**src/rtl/ped_crossing_ctrl.sv**
```systemverilog
// rtl/ped_crossing_ctrl.sv - four-crossing pedestrian WALK/DON'T WALK controller slaved to the vehicle lamps
// Optional audible chirp drive on PED_CHIRP_EN.
module ped_crossing_ctrl #(
  parameter int DEBOUNCE_TICKS = 20,
  parameter int WALK_TICKS     = 5000,
  parameter int FLASH_TICKS    = 3000,
  parameter int FLASH_HALF     = 250,
  parameter int CHIRP_HALF     = 100,
  parameter int CNT_W          = 16
) (
  input  logic       clk,
  input  logic       reset,
  input  logic       tick,
  input  logic [3:0] btn,
  input  logic [3:0] veh_green,
  input  logic [3:0] veh_yellow,
  output logic [3:0] walk,
  output logic [3:0] dont_walk,
  output logic [3:0] req_pending,
  output logic [3:0] conflict,
  output logic [3:0] chirp
);

  typedef enum logic [1:0] {IDLE, WAIT, WALK, FLASH} state_t;

  localparam logic [CNT_W-1:0] DB_LAST   = CNT_W'(DEBOUNCE_TICKS - 1);
  localparam logic [CNT_W-1:0] WALK_LOAD = CNT_W'(WALK_TICKS);
  localparam logic [CNT_W-1:0] FLSH_LOAD = CNT_W'(FLASH_TICKS);
  localparam logic [CNT_W-1:0] HALF_LOAD = CNT_W'(FLASH_HALF);
  localparam logic [CNT_W-1:0] ONE       = CNT_W'(1);

  logic [3:0] sync1_q, sync2_q;

  always_ff @(posedge clk or posedge reset) begin
    if (reset) begin
      sync1_q <= '0;
      sync2_q <= '0;
    end else begin
      sync1_q <= btn;
      sync2_q <= sync1_q;
    end
  end

  for (genvar i = 0; i < 4; i++) begin : g_xing
    logic             deb_q;
    logic [CNT_W-1:0] dcnt_q;
    logic             press;
    logic             safe;
    logic             expire;
    state_t           state_q, state_d;
    logic [CNT_W-1:0] tmr_q, tmr_d, fcnt_q, fcnt_d;
    logic             dw_q, dw_d, pend_q, pend_d, req_q, req_d, conf_q, conf_d, walk_q;

    // Counter runs only while the synchronised input disagrees with the accepted level.
    always_ff @(posedge clk or posedge reset) begin
      if (reset) begin
        deb_q  <= 1'b0;
        dcnt_q <= '0;
      end else if (sync2_q[i] == deb_q) begin
        dcnt_q <= '0;
      end else if (tick) begin
        if (dcnt_q >= DB_LAST) begin
          deb_q  <= sync2_q[i];
          dcnt_q <= '0;
        end else begin
          dcnt_q <= dcnt_q + ONE;
        end
      end
    end

    assign press  = tick && (sync2_q[i] != deb_q) && (dcnt_q >= DB_LAST) && sync2_q[i];
    assign safe   = !veh_green[i] && !veh_yellow[i];
    assign expire = tick && (tmr_q == ONE);

    always_comb begin
      state_d = state_q;
      tmr_d   = tmr_q;
      fcnt_d  = fcnt_q;
      dw_d    = dw_q;
      pend_d  = pend_q;
      req_d   = req_q;
      conf_d  = conf_q;
      if ((state_q == WALK || state_q == FLASH) && !safe) begin
        state_d = IDLE;
        tmr_d   = '0;
        fcnt_d  = '0;
        dw_d    = 1'b1;
        pend_d  = 1'b0;
        req_d   = 1'b0;
        conf_d  = 1'b1;
      end else begin
        unique case (state_q)
          IDLE: begin
            dw_d = 1'b1;
            if (press) begin
              state_d = WAIT;
              req_d   = 1'b1;
            end
          end
          WAIT: begin
            dw_d = 1'b1;
            if (safe) begin
              state_d = WALK;
              tmr_d   = WALK_LOAD;
              req_d   = 1'b0;
              dw_d    = 1'b0;
            end
          end
          WALK: begin
            if (expire) begin
              state_d = FLASH;
              tmr_d   = FLSH_LOAD;
              fcnt_d  = HALF_LOAD;
              dw_d    = 1'b1;
            end else if (tick && tmr_q != '0) begin
              tmr_d = tmr_q - ONE;
            end
          end
          FLASH: begin
            if (expire) begin
              state_d = pend_q ? WAIT : IDLE;
              tmr_d   = '0;
              fcnt_d  = '0;
              dw_d    = 1'b1;
              pend_d  = 1'b0;
            end else begin
              if (tick) begin
                if (tmr_q != '0) tmr_d = tmr_q - ONE;
                // Toggle on the tick that would empty the half-period counter.
                if (fcnt_q <= ONE) begin
                  dw_d   = ~dw_q;
                  fcnt_d = HALF_LOAD;
                end else begin
                  fcnt_d = fcnt_q - ONE;
                end
              end
              if (press) begin
                pend_d = 1'b1;
                req_d  = 1'b1;
              end
            end
          end
          default: begin
            state_d = IDLE;
            dw_d    = 1'b1;
          end
        endcase
      end
    end

    always_ff @(posedge clk or posedge reset) begin
      if (reset) begin
        state_q <= IDLE;
        tmr_q   <= '0;
        fcnt_q  <= '0;
        dw_q    <= 1'b1;
        pend_q  <= 1'b0;
        req_q   <= 1'b0;
        conf_q  <= 1'b0;
        walk_q  <= 1'b0;
      end else begin
        state_q <= state_d;
        tmr_q   <= tmr_d;
        fcnt_q  <= fcnt_d;
        dw_q    <= dw_d;
        pend_q  <= pend_d;
        req_q   <= req_d;
        conf_q  <= conf_d;
        walk_q  <= (state_d == WALK);
      end
    end

    assign walk[i]        = walk_q;
    assign dont_walk[i]   = dw_q;
    assign req_pending[i] = req_q;
    assign conflict[i]    = conf_q;

`ifdef PED_CHIRP_EN
    localparam logic [CNT_W-1:0] CHIRP_LOAD = CNT_W'(CHIRP_HALF);
    logic             chirp_q;
    logic [CNT_W-1:0] ccnt_q;

    always_ff @(posedge clk or posedge reset) begin
      if (reset) begin
        chirp_q <= 1'b0;
        ccnt_q  <= '0;
      end else if (state_d != WALK) begin
        chirp_q <= 1'b0;
        ccnt_q  <= '0;
      end else if (state_q != WALK) begin
        chirp_q <= 1'b1;
        ccnt_q  <= CHIRP_LOAD;
      end else if (tick) begin
        if (ccnt_q <= ONE) begin
          chirp_q <= ~chirp_q;
          ccnt_q  <= CHIRP_LOAD;
        end else begin
          ccnt_q <= ccnt_q - ONE;
        end
      end
    end

    assign chirp[i] = chirp_q;
`else
    assign chirp[i] = 1'b0;
`endif
  end

`ifndef PED_CHIRP_EN
  logic unused_chirp_cfg;
  assign unused_chirp_cfg = ^CHIRP_HALF;
`endif

endmodule

```
**config.mk**
```make
export PLATFORM = sky130hd
export DESIGN_NAME = ped_crossing_ctrl
export DESIGN_NICKNAME = d
export VERILOG_FILES = /design/src/rtl/ped_crossing_ctrl.sv
export SDC_FILE = /design/constraint.sdc
export NUM_CORES = 1
export LEC_CHECK = 0
export BUFFER_PORTS_ARGS = -buffer_cell sky130_fd_sc_hd__buf_4
export CELL_PAD_IN_SITES_DETAIL_PLACEMENT = 1
export CELL_PAD_IN_SITES_GLOBAL_PLACEMENT = 2
export CORE_MARGIN = 5
export CORE_UTILIZATION = 25
export DETAILED_ROUTE_END_ITERATION = 12
export MAX_ROUTING_LAYER = met4
export PLACE_DENSITY = 0.66
export SLEW_MARGIN = 5
export SYNTH_ARGS = -nofsm -noshare
export SYNTH_HDL_FRONTEND = slang
export SYNTH_SLANG_ARGS = --single-unit
export TNS_END_PERCENT = 100
```
**constraint.sdc**
```tcl
create_clock -name clk -period 11.17 [get_ports clk]
set_input_delay 2.7925 -clock clk [delete_from_list [all_inputs] [get_ports clk]]
set_output_delay 2.7925 -clock clk [all_outputs]
set_load 0.02 [all_outputs]
```
# Yosys cells after proc, flatten, opt, wreduce, memory -nomap -nowiden
# Cells that the tools add are included.
# totals
regBits	232
in_bits	15
out_inout_bits	20
word_cells	386
# op_classes
n_addsub	12
order_cmp	8
n_eq_ne	56
n_mux	160
bitwise	8
reduce_logical	100
# ops
operator	count
2-to-1 mux 16 bit	60
case mux 16 bit (3 select lines)	4
case mux 16 bit (2 select lines)	4
subtractor 16 x 1 -> 16 bit (second input constant)	8
adder 16 x 1 -> 16 bit (second input constant)	4
== test 16 x 1 -> 1 bit (second input constant)	4
greater-or-equal comparator 16 x 5 -> 1 bit (second input constant)	4
<= comparator 16 x 1 -> 1 bit (second input constant)	4
nonzero test 16 bit	4
2-to-1 mux 1 bit	60
!= test 4 x 2 -> 1 bit (second input constant)	12
AND reduction 3 bit	16
2-to-1 mux 2 bit	20
case mux 2 bit (4 select lines)	4
nonzero test 4 bit	8
logical AND 1 bit	28
== test 2 bit (second input constant)	12
!= test 3 x 2 -> 1 bit (second input constant)	8
nonzero test 3 bit	8
AND reduction 5 bit	4
!= test 4 x 3 -> 1 bit (second input constant)	4
case mux 1 bit (4 select lines)	4
nonzero test 2 bit	8
logical NOT 1 bit	12
9 further kinds	40

# Longest topological paths before layout
# Gate-level depths: netlist (run 1).
# logic_depth
ltp_word	8
ltp_mapped	9
mapped_depth_nobuf	7

# Worst setup path after synthesis (run 1)
# Ideal clock, no wire load.
# synth_path
path_type	input-to-reg
from	input tick
to	register g_xing[2].tmr_q[3]
setup_ns	0.121
arrival_time_ns	4.710
required_time_ns	11.049
path_slack_ns	6.339
cell_stages	6
n_path_buf	1
cell_sequence	or4bb_1 o41ai_4 o32ai_1 a21o_1 clkbuf_1 o22a_1
# synth_between
elab_chain_len	4
elab_cells_between_ends	10
classes_between	eq/ne (3); mux (4); reduce/logical (3)
# synth_lines
item	line_no	text
start: declaration	13	input logic tick,
logical AND 1 bit	73	assign expire = tick && (tmr_q == ONE);
2-to-1 mux 16 bit, on equally long branches	120, 110	
case mux 16 bit (3 select lines)	92	unique case (state_q)
2-to-1 mux 16 bit	83	if ((state_q == WALK || state_q == FLASH) && !safe) begin
end signal: assignment	163	tmr_q <= tmr_d;
end: declaration	51	logic [CNT_W-1:0] tmr_q, tmr_d, fcnt_q, fcnt_d;
# Parallel ways exist; a longest one is shown, timed or not.
# A chain may end at the register's enable or synchronous reset.

# Worst setup path in the final report (run 1)
# layout_path
from	input tick
to	register g_xing[2].tmr_q[1]
# The elaborated chain is that of the path after synthesis.

==> impl_metrics.csv, run 1 <==
group,metric,value,unit
sta,setup_violations,0,
sta,setup-tns-final,0,ns
final_layout,fillerInstances,5890,
placement,numPortBuffers,30,
sta,min_period,5.247,ns
min_path,min_from,"sync1_q[2]",
sta,hold_viol_final,0,
route,ant_nets,0,
route,top_layer_used,"met4",
global_route,antenna_found_initial,0,
power,p_leak,0.006188,uW
sta,fin_skew,0.01846,ns
power,power_density,187.0,mW/mm^2
global_route,grt_first_pass_wirelength,61780,um
floorplanning,die_area,0.05653,mm^2
run_status,status,"finished clean",
worst_setup_path,r2r_start,"g_xing[2].tmr_q[4]",
synth,synth.top_cells.by_area,"dfrtp_1 44%, a21oi_1 3.4%, o21ai_0 3.2%, nand2_1 2.6%, nor2_1 2.4%",
run,drv_cap,0,
sta,slew-limit-headroom,17.40,%
clock_network,clock_tree.root_cell,"clkbuf_16",
synth,ys_top_cells_by_count,"228 x dfrtp_1, 90 x nand2_1, 89 x a21oi_1",
route,drt-initial-drc-count,479,
power,vdd_drop_max,0.0001049,V
clock_network,htreeDepth,1,
final_layout,drive_gt1_share,10.17,%
final_layout,n_antenna_cell,0,
floorplanning,fp.coreArea,0.05141,mm^2
sta,finalCritPeriodShare,46.97,%
global_route,grt_max_degree,115,
worst_setup_path,worstPathMaxFanout,17,
final_layout,layout.nets,1421,
clock_network,cts_tree,"yes",
synth,syn_area,0.01297,mm^2
clock_network,cts.sinks,232,
final_layout,multi_input_area,0.006578,mm^2
clock_network,post-cts-setup-buffer-count,0,
floorplanning,pin_count,35,
floorplanning,initial_core_util,25.23,%
synth,ys_seq_elements,232,
floorplanning,die_w,237.8,um
synth,synth_most_common_cell,"dfrtp_1",
worst_setup_path,endpoint_kind,"register",
worst_setup_path,path_class,"primary input to register",
floorplanning,die_y,237.8,um
route,wirelength_met1,18340,um
final_layout,register_area,0.005811,mm^2
final_layout,design_area,0.01483,mm^2
clock_network,postCtsHoldBufs,0,
placement,gp_congestion,0.7750,
route,drc_errors,0,
worst_setup_path,critPathArrivalTime,5.70,ns
synth,synthArstFlopShare,100.0,%
worst_setup_path,cp-startpoint,"tick",
final_layout,area_growth,14.33,%
synth,synthCells,1393,
global_route,grt_pass1_vias,11410,
placement,dp_hpwl,24960,um
route,routed-wl-met2,17110,um
worst_setup_path,startpoint_type,"primary input",
synth,synth-edff-count,0,
route,avgRoutedWirePerCell,17.80,um
route,wl,37140,um
clock_network,clk_pin_slew,0.06,ns
min_path,hp-class,"register to register",
sta,worst_pin_slew,1.223,ns
floorplanning,rows,83,
synth,yosysUniqueCellTypes,85,
route,drt_pass1_iterations,4,
synth,synth.avg_cell_area,9.310,um^2
placement,dp_slack,5.321,ns
clock_network,clkLatencyLatePin,0.57,ns
route,vias_per_cell,5.253,
clock_network,cts_buffers,30,
worst_setup_path,cp.required,11.63,ns
synth,synth_top_cell_by_area,"dfrtp_1",
sta,slew_violations,0,
route,vias,10960,
synth,synth_top_area_share,43.99,%
sta,rsz0062_at_grt,"no",
sta,setup_slack,5.923,ns
clock_network,cts_resized,0,
global_route,grt_usage,13.20,%
synth,yosysSeqAreaShare,44.80,%
clock_network,cts_buffer_depth,3,
synth,synth_flop_cell,"dfrtp_1",
route,met3WireLength,1032,um
sta,holdWs,0.3486,ns
sta,fmax,190.6,MHz
power,power.total,2772,uW
synth,yosysWarnings,0,
placement,placed_area,0.01374,mm^2
global_route,gr-total-overflow,0,
sequential cells by signal, summed over array words and instances (netlist names):
| signal | cells |
|---|---|
| g_xing.dcnt_q | 64 |
| g_xing.fcnt_q | 64 |
| g_xing.tmr_q | 64 |
| g_xing.state_q | 8 |
| g_xing.conf_q | 4 |
| g_xing.deb_q | 4 |
| g_xing.dw_q | 4 |
| g_xing.pend_q | 4 |
| g_xing.req_q | 4 |
| g_xing.walk_q | 4 |
| sync1_q | 4 |
| sync2_q | 4 |
cells by family (layout without fill, tap and decap cells):
logic type               Yosys count  count (layout)  share of synthesized area [%]
AO/OA/AOI/OAI                    421             421                          22.35
other                              1               4                        0.02892
multiplexers                      15              15                          1.264
adder cells (fa/ha/maj)           29              29                          2.701
flip-flops                       232             232                          44.80
AND/OR/NAND/NOR                  545             545                          23.27
buffers and inverters            135             145                          4.563
XOR/XNOR                          15              15                          1.013
area by class of cell:
type	instances	area share (%)
clock inverters	12	1.283
well taps	680	5.738
clock buffers	44	6.034
flip-flops and latches	232	39.19
repair buffers	43	2.177
multi-input cells	1029	44.36
inverters	46	1.215
placed cells by master, fill, tap and decap left out, types with 14 or more instances in the layout:
cell       instances
nand2b_1          19
o22a_1            29
nand3_1           42
o31ai_1           25
a22o_1            18
o21a_1            15
a21o_1            18
ha_1              24
buf_4             43
a21oi_1           89
nor3_1            56
inv_1             45
a31oi_1           21
clkbuf_16         31
or4_1             30
nor2_1            84
and3_1            46
or2_2             14
nor4_1            36
or3_1             43
o21ai_0           84
dfrtp_1          228
nand2_1           90
nand4_1           21
critical path, cell delays in order:
cell	delay (ns)
buf_4	0.22
or4bb_1	0.62
o41ai_4	0.80
o32ai_1	0.20
buf_4	0.25
a21o_1	0.42
mux2_2	0.36
metal layers:
layer,vias up,global-route usage (%)
met5,-,-
met2,107,21.03
li1,5267,-
met1,5542,18.15
met4,0,2.396
met3,41,1.938
where the power goes:
group          total, uW  switching [uW]  internal [uW]
Combinational        611             373            237
Clock               1060             390            666
Sequential          1110             158            947
Total               2770             921           1850
worst paths after layout:
kind | slack [ns] | cells after the start | endpoint
max in group asynchronous | 7.47 | 3 | g_xing[3].fcnt_q[13]
worst min-delay path | 0.35 | 0 | sync2_q[2]
worst max register to register | 7.68 | 6 | g_xing[2].tmr_q[1]
worst min register to register | 0.35 | 0 | sync2_q[2]
worst max-delay path | 5.92 | 7 | g_xing[2].tmr_q[1]
min in group asynchronous | 2.35 | 2 | g_xing[0].fcnt_q[6]
through the flow:
stage	utilization (%)	std cells
after global routing	28.84	2086
after floorplan	-	1396
after global placement	26.73	2030
after detailed placement	26.73	2030
final	28.84	2086
after CTS	28.84	2086
Note: power is estimated with default switching activity, not from simulation.
==> run 2: changes to the inputs <==
--- a/config.mk
+++ b/config.mk
@@ -12,7 +12,7 @@
 export CORE_UTILIZATION = 25
 export DETAILED_ROUTE_END_ITERATION = 12
 export MAX_ROUTING_LAYER = met4
-export PLACE_DENSITY = 0.66
+export PLACE_DENSITY = 0.68
 export SLEW_MARGIN = 5
 export SYNTH_ARGS = -nofsm -noshare
 export SYNTH_HDL_FRONTEND = slang
==> constraint.sdc (replaced) <==
create_clock -name clk -period 4.81 [get_ports clk]
set_input_delay 1.2025 -clock clk [delete_from_list [all_inputs] [get_ports clk]]
set_output_delay 1.2025 -clock clk [all_outputs]
set_load 0.02 [all_outputs]
==> run 2 against run 1 <==
Cell area decreased by 0.19%. Sequential cell count unchanged. Sequential share of layout area increased by 0.073 points. Total power increased by 120%. Clock power increased by 110%. Die area unchanged. Critical endpoint is now g_xing[3].fcnt_q[8]. Largest cell class unchanged. Highest routed layer unchanged.
==> impl_metrics.csv, run 2 (synthesis gave the netlist of run 1 again) <==
group,metric,value,unit
run_status,status,"finished clean",
final_layout,n_antenna_cell,0,
final_layout,layout.nets,1430,
route,drt-initial-drc-count,591,
global_route,antenna_found_initial,0,
clock_network,clock_tree.root_cell,"clkbuf_16",
clock_network,clkLatencyLatePin,0.56,ns
placement,gp_congestion,0.7710,
final_layout,top_regs,"g_xing.dcnt_q (64), g_xing.fcnt_q (64), g_xing.tmr_q (64)",
power,p_leak,0.006191,uW
sta,fin_skew,0.008120,ns
clock_network,cts_tree,"yes",
worst_setup_path,cp.required,5.28,ns
min_path,min_to,"sync2_q[0]",
final_layout,layout_commonest_cell,"dfrtp_1",
sta,rsz0062_at_grt,"no",
floorplanning,rows,83,
clock_network,htreeDepth,1,
sta,hold_viol_final,0,
placement,numPortBuffers,30,
final_layout,area_growth,14.11,%
sta,setup-tns-final,0,ns
route,avgRoutedWirePerCell,17.76,um
clock_network,cts_buffer_depth,3,
sta,setup_violations,0,
sta,worst_pin_slew,1.110,ns
power,vdd_drop_max,0.0002538,V
floorplanning,pin_count,35,
sta,slew-limit-headroom,25.03,%
final_layout,fillerInstances,5864,
global_route,grt_max_degree,81,
route,wl,37160,um
sta,fmax,304.6,MHz
worst_setup_path,worstPathMaxFanout,20,
min_path,min_from,"sync1_q[0]",
worst_setup_path,path_class,"register to register",
clock_network,cts.sinks,232,
global_route,gr-total-overflow,0,
global_route,grt_pass1_vias,11550,
worst_setup_path,r2r_slack,1.53,ns
placement,dp_hpwl,25380,um
route,vias_per_cell,5.313,
global_route,grt_first_pass_wirelength,61820,um
route,drt_pass1_iterations,4,
clock_network,post-cts-setup-buffer-count,0,
route,vias,11120,
floorplanning,die_area,0.05653,mm^2
worst_setup_path,startpoint_type,"register",
run,drv_cap,0,
worst_setup_path,r2r_start,"g_xing[3].tmr_q[2]",
final_layout,drive_gt1_share,10.69,%
floorplanning,die_w,237.8,um
worst_setup_path,critPathArrivalTime,3.76,ns
route,ant_nets,0,
worst_setup_path,endpoint_kind,"register",
floorplanning,die_y,237.8,um
floorplanning,initial_core_util,25.23,%
min_path,hold_depth,0,
worst_setup_path,worstReg2RegEnd,"g_xing[3].fcnt_q[8]",
power,power_density,418.5,mW/mm^2
min_path,hp-class,"register to register",
clock_network,cts_buffers,29,
floorplanning,fp.coreArea,0.05141,mm^2
worst_setup_path,r2r_cells,5,
global_route,grt_usage,13.16,%
clock_network,cts_resized,0,
clock_network,clk_pin_slew,0.06,ns
clock_network,postCtsHoldBufs,0,
sta,slew_violations,0,
route,drc_errors,0,
final_layout,layout_common_cells,"228 x dfrtp_1, 90 x nand2_1, 89 x a21oi_1, 84 x o21ai_0, 84 x nor2_1",
sta,finalCritPeriodShare,68.24,%
sta,min_period,3.282,ns
sta,holdWs,0.3492,ns
[run 2: cell types whose count changed in the layout (fill, tap and decap cells not counted)]
cell	delta
clkbuf_8	+4
buf_12	+2
clkinv_2	+1
clkbuf_1	-2
clkbuf_16	-2
buf_4	+8
inv_8	-1
clkinvlp_4	-1
bufinv_16	-4
clkinv_4	+1
[run 2: critical path: stages, from the launching register on]
cell	delay (ns)
dfrtp_1	0.43
nor4_1	0.84
nand4_1	0.55
a21o_1	0.52
or4b_2	0.71
a21oi_1	0.16
[run 2: metal layers]
metal,track usage (%),vias up,wire (um)
met2,21.11,111,17200
li1,-,5292,-
met3,1.833,48,922
met4,3.009,0,815
met5,-,-,0
met1,17.77,5664,18220
[run 2: per-stage QoR]
stage / area, um^2 / worst slack, ns / cells / power (uW) / util (%)
detailed placement: 13840 / 1.105 / 2040 / 4022 / 26.92
floorplan: 12980 / 0.5748 / 1396 / 3585 / -
finish: 14800 / 1.528 / 2092 / 6193 / 28.79
global route: 14800 / 1.304 / 2092 / 6587 / 28.79
CTS: 14800 / 1.572 / 2092 / 6295 / 28.79
global placement: 13840 / 1.138 / 2040 / 3979 / 26.92
[run 2: cell type report]
| class | instances | area (um^2) | area share (%) |
|---|---|---|---|
| Clock buffer | 44 | 892.1 | 6.028 |
| Clock inverter | 8 | 68.82 | 0.4650 |
| Inverter | 46 | 176.4 | 1.192 |
| Multi-Input combinational cell | 1029 | 6578 | 44.45 |
| Sequential cell | 232 | 5811 | 39.26 |
| Tap cell | 680 | 850.8 | 5.749 |
| Timing Repair Buffer | 53 | 422.9 | 2.858 |
[run 2: worst max-delay path by stage]
stage	start	to	slack (ns)
5_1_grt	g_xing[3].tmr_q[2]	g_xing[3].fcnt_q[8]	1.30
2_1_floorplan	reset	g_xing[0].conf_q	0.57
4_1_cts	g_xing[3].tmr_q[13]	g_xing[3].fcnt_q[8]	1.57
3_3_place_gp	tick	g_xing[2].tmr_q[1]	1.14
6_report	g_xing[3].tmr_q[2]	g_xing[3].fcnt_q[8]	1.53
3_5_place_dp	tick	g_xing[2].tmr_q[1]	1.11
[run 2: power by group]
part	switching (uW)	internal, uW
Clock	886	1320
Sequential	370	2200
Combinational	860	557
Total	2120	4080
==> run 3: changes to the inputs <==
--- a/config.mk
+++ b/config.mk
@@ -5,6 +5,7 @@
 export SDC_FILE = /design/constraint.sdc
 export NUM_CORES = 1
 export LEC_CHECK = 0
+export ABC_AREA = 1
 export BUFFER_PORTS_ARGS = -buffer_cell sky130_fd_sc_hd__buf_4
 export CELL_PAD_IN_SITES_DETAIL_PLACEMENT = 1
 export CELL_PAD_IN_SITES_GLOBAL_PLACEMENT = 2
@@ -12,7 +13,7 @@
 export CORE_UTILIZATION = 25
 export DETAILED_ROUTE_END_ITERATION = 12
 export MAX_ROUTING_LAYER = met4
-export PLACE_DENSITY = 0.68
+export PLACE_DENSITY = 0.7
 export SLEW_MARGIN = 5
 export SYNTH_ARGS = -nofsm -noshare
 export SYNTH_HDL_FRONTEND = slang
==> constraint.sdc (replaced) <==
create_clock -name clk -period 3.4 [get_ports clk]
set_input_delay 0.85 -clock clk [delete_from_list [all_inputs] [get_ports clk]]
set_output_delay 0.85 -clock clk [all_outputs]
set_load 0.02 [all_outputs]
==> run 3 against run 2 <==
Routed wire length shrank 1.4%. Global-route usage is 0.44 points lower. Via count up 7.2%. Area after synthesis is 4.8% higher. Total power grew 64%. Cell area up 5.0%. Non-clock buffer count is 10 lower. Fmax is 29% higher. Highest routed layer unchanged.
==> impl_metrics.csv, run 3 <==
group,metric,value,unit
run_status,status,"finished clean",
placement,dp_hpwl,26880,um
global_route,grt_usage,12.71,%
sta,worst_pin_slew,0.8907,ns
floorplanning,initial_core_util,25.26,%
synth,synth.avg_cell_area,7.184,um^2
sta,fin_skew,0.009317,ns
worst_setup_path,r2r_start,"g_xing[1].state_q[1]",
sta,fmax,393.9,MHz
min_path,hp-class,"primary input to asynchronous set/reset pin",
final_layout,layout.nets,1960,
synth,ys_top_cells_by_count,"507 x nand2_1, 320 x nor2_1, 242 x inv_1",
floorplanning,die_area,0.05913,mm^2
global_route,use_met3,1.903,%
route,vias,11910,
floorplanning,die_w,243.2,um
sta,rsz0062_at_grt,"no",
clock_network,postCtsHoldBufs,0,
clock_network,clk_pin_slew,0.06,ns
placement,gp_congestion,0.7907,
final_layout,final_util,28.87,%
clock_network,cts.sinks,232,
final_layout,n_antenna_cell,0,
synth,syn_area,0.01359,mm^2
final_layout,fillerInstances,6588,
run,drv_cap,0,
power,clkPwrFrac,33.0,%
synth,synthCells,1892,
final_layout,top_regs,"g_xing.dcnt_q (64), g_xing.fcnt_q (64), g_xing.tmr_q (64)",
power,p_int,6303,uW
synth,yosys.area_share.simple,34.41,%
clock_network,cts_tree,"yes",
synth,synth_xor_area_share,3.609,%
synth,synth_compound_area_share,7.779,%
power,p_leak,0.007718,uW
route,ant_nets,0,
sta,setup_violations,0,
final_layout,multi_input_area,0.006540,mm^2
route,avgRoutedWirePerCell,13.87,um
global_route,antenna_found_initial,0,
final_layout,layout_commonest_cell,"nand2_1",
worst_setup_path,slowest_stage,"nor2_2",
clock_network,cts_resized,0,
power,power.total,10180,uW
final_layout,drive_gt1_share,8.796,%
clock_network,clock_tree.root_cell,"clkbuf_16",
synth,muxShareOfSynthArea,0,%
worst_setup_path,r2r_slack,0.86,ns
worst_setup_path,cp-startpoint,"g_xing[1].state_q[1]",
global_route,gr-total-overflow,0,
synth,synth_top_family_by_area,"simple AND/OR/NAND/NOR gates",
worst_setup_path,path_class,"register to register",
clock_network,htreeDepth,1,
global_route,grt_max_degree,50,
synth,synthArstFlopShare,100.0,%
sta,slew-limit-headroom,40.55,%
clock_network,clkLatencyLatePin,0.56,ns
power,p_comb_share,31.4,%
floorplanning,pin_count,35,
final_layout,layout_common_cells,"507 x nand2_1, 320 x nor2_1, 241 x inv_1, 228 x dfrtp_1, 145 x nand3_1",
worst_setup_path,endpoint_kind,"register",
synth,yosys.area_share.adder,2.209,%
route,drt_pass1_iterations,4,
sta,finalCritPeriodShare,74.66,%
worst_setup_path,endpoint,"g_xing[1].tmr_q[6]",
synth,synth.top_cells.by_area,"dfrtp_1 42%, nand2_1 14%, nor2_1 8.8%, inv_1 6.7%, nand3_1 5.3%",
worst_setup_path,cp.required,3.88,ns
global_route,grt_pass1_vias,12630,
power,vdd_drop_max,0.0003827,V
final_layout,area_growth,14.32,%
synth,synth_flop_cell,"dfrtp_1",
synth,ys_seq_elements,232,
clock_network,post-cts-setup-buffer-count,0,
power,power_density,654.8,mW/mm^2
sta,hold_viol_final,0,
global_route,met2_usage,21.02,%
clock_network,cts_buffer_depth,3,
synth,synth-edff-count,0,
synth,yosysSeqAreaShare,42.75,%
clock_network,cts_buffers,29,
global_route,grt_use_met1,16.66,%
floorplanning,fp.coreArea,0.05381,mm^2
global_route,busiest_layer,"met2",
worst_setup_path,worst_path_largest_cell_delay,0.70,ns
worst_setup_path,worstPathMaxFanout,22,
synth,synth_most_common_cell,"nand2_1",
synth,synth_top_cell_by_area,"dfrtp_1",
worst_setup_path,critPathArrivalTime,3.02,ns
worst_setup_path,startpoint_type,"register",
sta,slew_violations,0,
sta,min_period,2.539,ns
final_layout,register_area,0.005811,mm^2
route,vias_per_cell,4.512,
power,switching_share,38.06,%
worst_setup_path,worstReg2RegEnd,"g_xing[1].tmr_q[6]",
power,power_frac_seq,35.6,%
placement,dp_slack,0.3959,ns
synth,yosysUniqueCellTypes,42,
placement,placed_area,0.01451,mm^2
global_route,grt_first_pass_wirelength,63110,um
placement,numPortBuffers,30,
route,drc_errors,0,
route,wl,36620,um
worst_setup_path,r2r_cells,8,
final_layout,design_area,0.01554,mm^2
synth,yosysWarnings,0,
floorplanning,die_y,243.2,um
sta,setup_slack,0.8615,ns
worst_setup_path,crit_chain,"inv_1 > nor2_1 > inv_1 > nand3_2 > nor2_1 > nor2_2 > nand2_1 > o21ai_1",
floorplanning,rows,85,
synth,synth_top_area_share,41.98,%
route,drt-initial-drc-count,450,
power,power.switching,3872,uW
[run 3: worst min-delay path by stage]
stage / to / slack [ns] / depth (start not counted)
final: g_xing[1].tmr_q[5] / 0.35 / 2
after global routing: sync1_q[2] / 0.36 / 1
after CTS: g_xing[1].tmr_q[5] / 0.34 / 2
after detailed placement: sync2_q[2] / 0.34 / 0
after global placement: sync2_q[0] / 0.34 / 0
after floorplan: sync2_q[0] / 0.33 / 0
[run 3: cell type report]
cell class              count  share of cell area [%]
clock inverters            15                   1.353
multi-input cells        1370                   42.09
flip-flops and latches    232                   37.39
clock buffers              39                   5.298
repair buffers             43                   2.319
well taps                 696                   5.604
inverters                 245                   5.942
[run 3: critical path: cells and delay by family, from the launching register on]
kind | cells | cell delay [ns]
flops | 1 | 0.50
simple gates | 5 | 1.47
buf+inv | 2 | 0.36
compound gates | 1 | 0.12
[run 3: kinds of logic after synthesis]
logic type / after synthesis
flops: 232
other cells: 1
fa+ha+maj: 24
compound gates: 192
xor+xnor: 56
simple gates: 1094
buf+inv: 293
[run 3: stage by stage]
| step | setup TNS (ns) | hold slack, ns | cells |
|---|---|---|---|
| after floorplan | -110.05 | 0.3312 | 1895 |
| after global routing | 0 | 0.3574 | 2640 |
| final | 0 | 0.3502 | 2640 |
| after detailed placement | 0 | 0.3402 | 2586 |
| after global placement | 0 | 0.3375 | 2586 |
| after CTS | 0 | 0.3384 | 2640 |
[run 3: power groups by stage]
stage | clock (uW) | combinational, uW | sequential, uW
2_1_floorplan | 0 | 2540 | 3520
3_3_place_gp | 0 | 3180 | 3650
3_5_place_dp | 0 | 3240 | 3660
4_1_cts | 3510 | 3260 | 3620
5_1_grt | 3600 | 3710 | 3680
6_report | 3360 | 3200 | 3620
[run 3: layer usage]
| metal | up-vias | wire length (um) |
|---|---|---|
| met3 | 40 | 934 |
| met1 | 5796 | 18000 |
| met4 | 0 | 710 |
| li1 | 5988 | - |
| met2 | 88 | 16980 |
| met5 | - | 0 |
